File: src/rtl/hiscore_ram_port.sv
// rtl/hiscore_ram_port.sv - high-score RAM port arbiter between CPU and high-score initiator
// The initiator is granted the RAM only after the CPU is paused and its bus cycle has drained.
module hiscore_ram_port #(
  parameter int AW = 12,
  parameter int DW = 8
) (
  input  logic          clk_49m,
  input  logic          reset,
  input  logic          pause_n,
  input  logic          cpu_cen,
  input  logic [AW-1:0] cpu_addr,
  input  logic [DW-1:0] cpu_din,
  input  logic          cpu_we,
  output logic [DW-1:0] cpu_dout,
  input  logic          hs_access,
  input  logic [AW-1:0] hs_address,
  input  logic [DW-1:0] hs_data_in,
  input  logic          hs_write,
  output logic [DW-1:0] hs_data_out,
  output logic          hs_grant,
  output logic          hs_abort,
  output logic [AW-1:0] ram_addr,
  output logic [DW-1:0] ram_din,
  output logic          ram_we,
  input  logic [DW-1:0] ram_dout
);

  typedef enum logic [1:0] {
    S_IDLE  = 2'd0,
    S_DRAIN = 2'd1,
    S_GRANT = 2'd2
  } state_t;

  state_t        r_state;
  state_t        w_state_nxt;
  logic          r_hs_write_q;
  logic          r_hs_abort;
  logic [DW-1:0] r_cpu_dout;
  logic [DW-1:0] r_hs_data_out;
  logic          w_grant_sel;
  logic          w_hs_wr_edge;
  logic          w_ram_we;
  logic          w_abort_set;

  // Mux select comes only from the state register so no input can glitch the RAM path.
  assign w_grant_sel  = (r_state == S_GRANT);
  assign w_hs_wr_edge = hs_write & ~r_hs_write_q;

  always_comb begin
    w_state_nxt = r_state;
    w_ram_we    = 1'b0;
    w_abort_set = 1'b0;
    case (r_state)
      S_IDLE: begin
        w_ram_we = cpu_we & cpu_cen;
        if (hs_access && !pause_n) w_state_nxt = S_DRAIN;
      end
      S_DRAIN: begin
        if (!hs_access || pause_n) w_state_nxt = S_IDLE;
        else if (cpu_cen)          w_state_nxt = S_GRANT;
      end
      S_GRANT: begin
        // CPU resuming wins over a still-requesting initiator and kills any write.
        if (pause_n) begin
          w_state_nxt = S_IDLE;
          w_abort_set = 1'b1;
        end else if (!hs_access) begin
          w_state_nxt = S_IDLE;
        end else begin
          w_ram_we = w_hs_wr_edge;
        end
      end
      default: w_state_nxt = S_IDLE;
    endcase
  end

  always_ff @(posedge clk_49m or negedge reset) begin
    if (!reset) begin
      r_state       <= S_IDLE;
      r_hs_write_q  <= 1'b0;
      r_hs_abort    <= 1'b0;
      r_cpu_dout    <= '0;
      r_hs_data_out <= '0;
    end else begin
      r_state      <= w_state_nxt;
      r_hs_write_q <= hs_write;
      r_hs_abort   <= w_abort_set;
      if (r_state == S_IDLE)  r_cpu_dout    <= ram_dout;
      if (r_state == S_GRANT) r_hs_data_out <= ram_dout;
    end
  end

  assign ram_addr    = w_grant_sel ? hs_address : cpu_addr;
  assign ram_din     = w_grant_sel ? hs_data_in : cpu_din;
  assign ram_we      = w_ram_we;
  assign cpu_dout    = r_cpu_dout;
  assign hs_data_out = r_hs_data_out;
  assign hs_grant    = w_grant_sel;
  assign hs_abort    = r_hs_abort;

endmodule

File: config.mk
export PLATFORM = sky130hd
export DESIGN_NAME = hiscore_ram_port
export DESIGN_NICKNAME = d
export VERILOG_FILES = /design/src/rtl/hiscore_ram_port.sv
export SDC_FILE = /design/constraint.sdc
export NUM_CORES = 1
export LEC_CHECK = 0
export BUFFER_PORTS_ARGS = -buffer_cell sky130_fd_sc_hd__buf_2
export CAP_MARGIN = 20
export CORE_MARGIN = 1.5
export CORE_UTILIZATION = 40
export DETAILED_ROUTE_END_ITERATION = 10
export PLACE_DENSITY = 0.86
export SETUP_SLACK_MARGIN = 0.4
export SYNTH_ARGS = -nofsm -noshare
export SYNTH_HDL_FRONTEND = slang
export SYNTH_SLANG_ARGS = --single-unit
File: constraint.sdc
create_clock -name clk_49m -period 4 [get_ports clk_49m]
set_input_delay 0.4 -clock clk_49m [delete_from_list [all_inputs] [get_ports clk_49m]]
set_output_delay 0.4 -clock clk_49m [all_outputs]
set_load 0.02 [all_outputs]
==> metrics.md <==
| Metric | Value |
|---|---|
| Routability cong. | 0.830 |
| Setup CP Type | flop to primary output |
| Number of global-route vias before repair | 948 |
| Setup TNS Final | 0 ns |
| Reg2Reg Depth | 3 |
| Antenna violations before repair | 0 |
| Pleak | 0.859 nW |
| Via/cell ratio | 4.89 |
| Critical Path Fanout Max | 26 |
| Largest net degree at the start of global routing | 27 |
| RSZ-0062 raised after global routing | false |
| CP max stage delay | 0.44 ns |
| Area Growth Syn to Fin | 46.0% |
| Clock skew | 0.00812 ns |
| Yosys warns | 0 |
| H-tree lvl count | 1 |
| Worst-Margin Slew | 0.484 ns |
| Hold-fix buffers, CTS | 0 |
| Clock slew at reported path FFs | 0.11 ns |
| CP endpoint | ram_addr[11] |
| Worst r2r src | r_state[0]$_DFFE_PN0P_ |
| TritonCTS Buffers | 3 |
| Crit path cell chain | nand2b_1 -> inv_8 -> mux2_2 -> buf_2 |
| Synth Register Bits | 20 |
| Post-DP HPWL | 2.35 mm |
| # DRC | 0 |
| Maximum clock rate | 432 MHz |
| Clk Latency, worst-skew pair | 0.30 ns |
| Initial Util | 43.1% |
| Area of the mapped netlist | 1100 µm² |
| Seq/Total Area, Yosys | 45.6% |
| Final net count | 219 |
| Final Critical Period | 2.32 ns |
| Crit. End Element | primary output |
| Antenna Diode Count | 0 |
| Layout cells sized above 1 | 82.8% |
| Grt total ovfl | 0 |
| Final core occ | 62.9% |
| Total track usage | 18.6% |
| Final ANT Viol Nets | 0 |
| Worst path bufs/invs | 2 |
| Syn nets | 124 |
| WP depth | 4 |
| Vias | 943 |
| Main synth FF type | dfrtp_1 |
| Mapped Cells | 69 |
| Most instantiated cells after synthesis | dfrtp_1, mux2_2, mux2_4 |
| Clock Sinks | 20 |
| Drt first pass iters | 3 |
| CTS tree | done |
| Slew Viols, Final | 0 |
| Syn avg cell area | 15.9 µm² |
| First-pass GRT wire length | 4.53 mm |
| Port Buffers | 93 |
| Peak supply drop | 0.438 mV |
| CTS root buf | clkbuf_4 |
| Chip Height | 55.4 µm |
| Core area | 2540 µm² |
| Period utilization | 57.9% |
| Critical-path top delay cell | dfrtp_1 |
| WP data required | 3.60 ns |
| Top cell type's share of synthesized area | 45.6% |
| Final-report hold violation count | 0 |
| Max capacitance violation total | 0 |
| CP arrival | 1.92 ns |
| Top post-synthesis cells by area | dfrtp_1, mux2_4, mux2_2 |
| # fillers | 218 |
| WL/cell | 15.0 µm |
| Clock Tree Buf Depth | 2 |
| Status | complete, no violations |
| Relative slew slack | 67.7% |
| Total wire length | 2.90 mm |
| Starting DRT DRC Count | 26 |
| Crit path max-delay family | buffers and inverters |
| Post-CTS sizing | 0 |
| Hold Path Class | input pin to asynchronous set/reset pin |
| R2R Path End | hs_data_out[5]$_DFFE_PN0P_ |
| EDFF count, synth | 0 |
| Setup-failing EPs final | 0 |
| Post-CTS setup buffers | 0 |
| Die X | 55.4 µm |
| DIE AREA | 3070 µm² |
| Most frequent cell after synthesis | dfrtp_1 |
| Yosys cell types | 14 |
| R2R Setup Slk | 2.42 ns |
| Rows | 18 |
| Largest area contributor in the netlist | dfrtp_1 |
| Async S/R FF share, synth | 100% |
| Critical Path Source Type | flop |
| Total I/O pin count | 94 |
| Power Dens Cells | 381 nW/µm² |
| Worst Setup SP | r_state[0]$_DFFE_PN0P_ |
[routing by layer]
layer | GRT usage, % | part of all wire, % | routed length (µm) | up-vias
li1 | - | - | - | 443
met1 | 22.0 | 38 | 1110 | 436
met2 | 33.7 | 52 | 1520 | 59
met3 | 3.98 | 8.1 | 236 | 5
met4 | 5.23 | 1.1 | 31 | 0
met5 | 0 | 0 | 0 | -
[cell type report]
| class | count | area [µm²] | share of cell area [%] |
|---|---|---|---|
| multi-input cells | 45 | 534 | 33.4 |
| flip-flops and latches | 20 | 500 | 31.2 |
| repair buffers | 93 | 465 | 29.1 |
| well taps | 30 | 37.5 | 2.34 |
| clock inverters | 1 | 30.0 | 1.87 |
| clock buffers | 3 | 22.5 | 1.41 |
| inverters | 1 | 11.3 | 0.703 |
[cells by family after synthesis]
logic type | after synthesis | synth area share [%]
mux | 36 | 42.8
simple gates | 6 | 3.88
flops | 20 | 45.6
buf+inv | 4 | 5.70
compound gates | 3 | 2.05
[worst min-delay path by stage]
stage | from | to | cells after the start
5_1_grt | reset | cpu_dout[2]$_DFFE_PN0P_ | 1
3_3_place_gp | reset | cpu_dout[2]$_DFFE_PN0P_ | 1
2_1_floorplan | reset | cpu_dout[0]$_DFFE_PN0P_ | 0
3_5_place_dp | reset | hs_data_out[7]$_DFFE_PN0P_ | 1
6_report | reset | hs_data_out[7]$_DFFE_PN0P_ | 1
4_1_cts | reset | cpu_dout[2]$_DFFE_PN0P_ | 1
[power by group]
group | switching (mW) | internal, mW | leakage [nW] | total [mW]
sequential | 0.0171 | 0.235 | 0.241 | 0.252
combinational | 0.108 | 0.0921 | 0.590 | 0.200
clock | 0.0571 | 0.101 | 0.0279 | 0.158
total | 0.182 | 0.429 | 0.859 | 0.611
[through the flow]
stage	instances	area, µm²	hold slack (ns)	total power [mW]	worst slack (ns)
after global routing	193	1600	0.0296	0.643	1.58
after floorplan	69	1100	0.104	0.372	2.37
after CTS	193	1600	0.0250	0.620	1.67
after detailed placement	189	1550	0.362	0.457	2.02
final	193	1600	0.0190	0.611	1.68
after global placement	189	1550	0.355	0.451	2.08
[sequential cells by signal (all words and copies together), names as in the netlist]
| signal | cells |
|---|---|
| cpu_dout | 8 |
| hs_data_out | 8 |
| r_state | 2 |
| hs_abort | 1 |
| r_hs_write_q | 1 |
[worst register-to-register path, delay by kind of cell, from the launching register on]
kind | cells | cell delay (ns)
buf+inv | 1 | 0.30
mux | 1 | 0.37
simple gates | 1 | 0.36
flops | 1 | 0.44
[layout by cell type (no fill, tap or decap)]
cell and instances:
a211oi_1 1, nand3b_1 1, mux2_2 19, nand2b_1 2, a32o_1 1, inv_8 1, buf_2 93, a21oi_1 1
clkbuf_4 3, bufinv_16 1, dfrtp_1 20, mux2_4 17, nor2_2 1, and2_1 1, nor4bb_1 1
No activity file was read; power rests on OpenSTA's default activity.
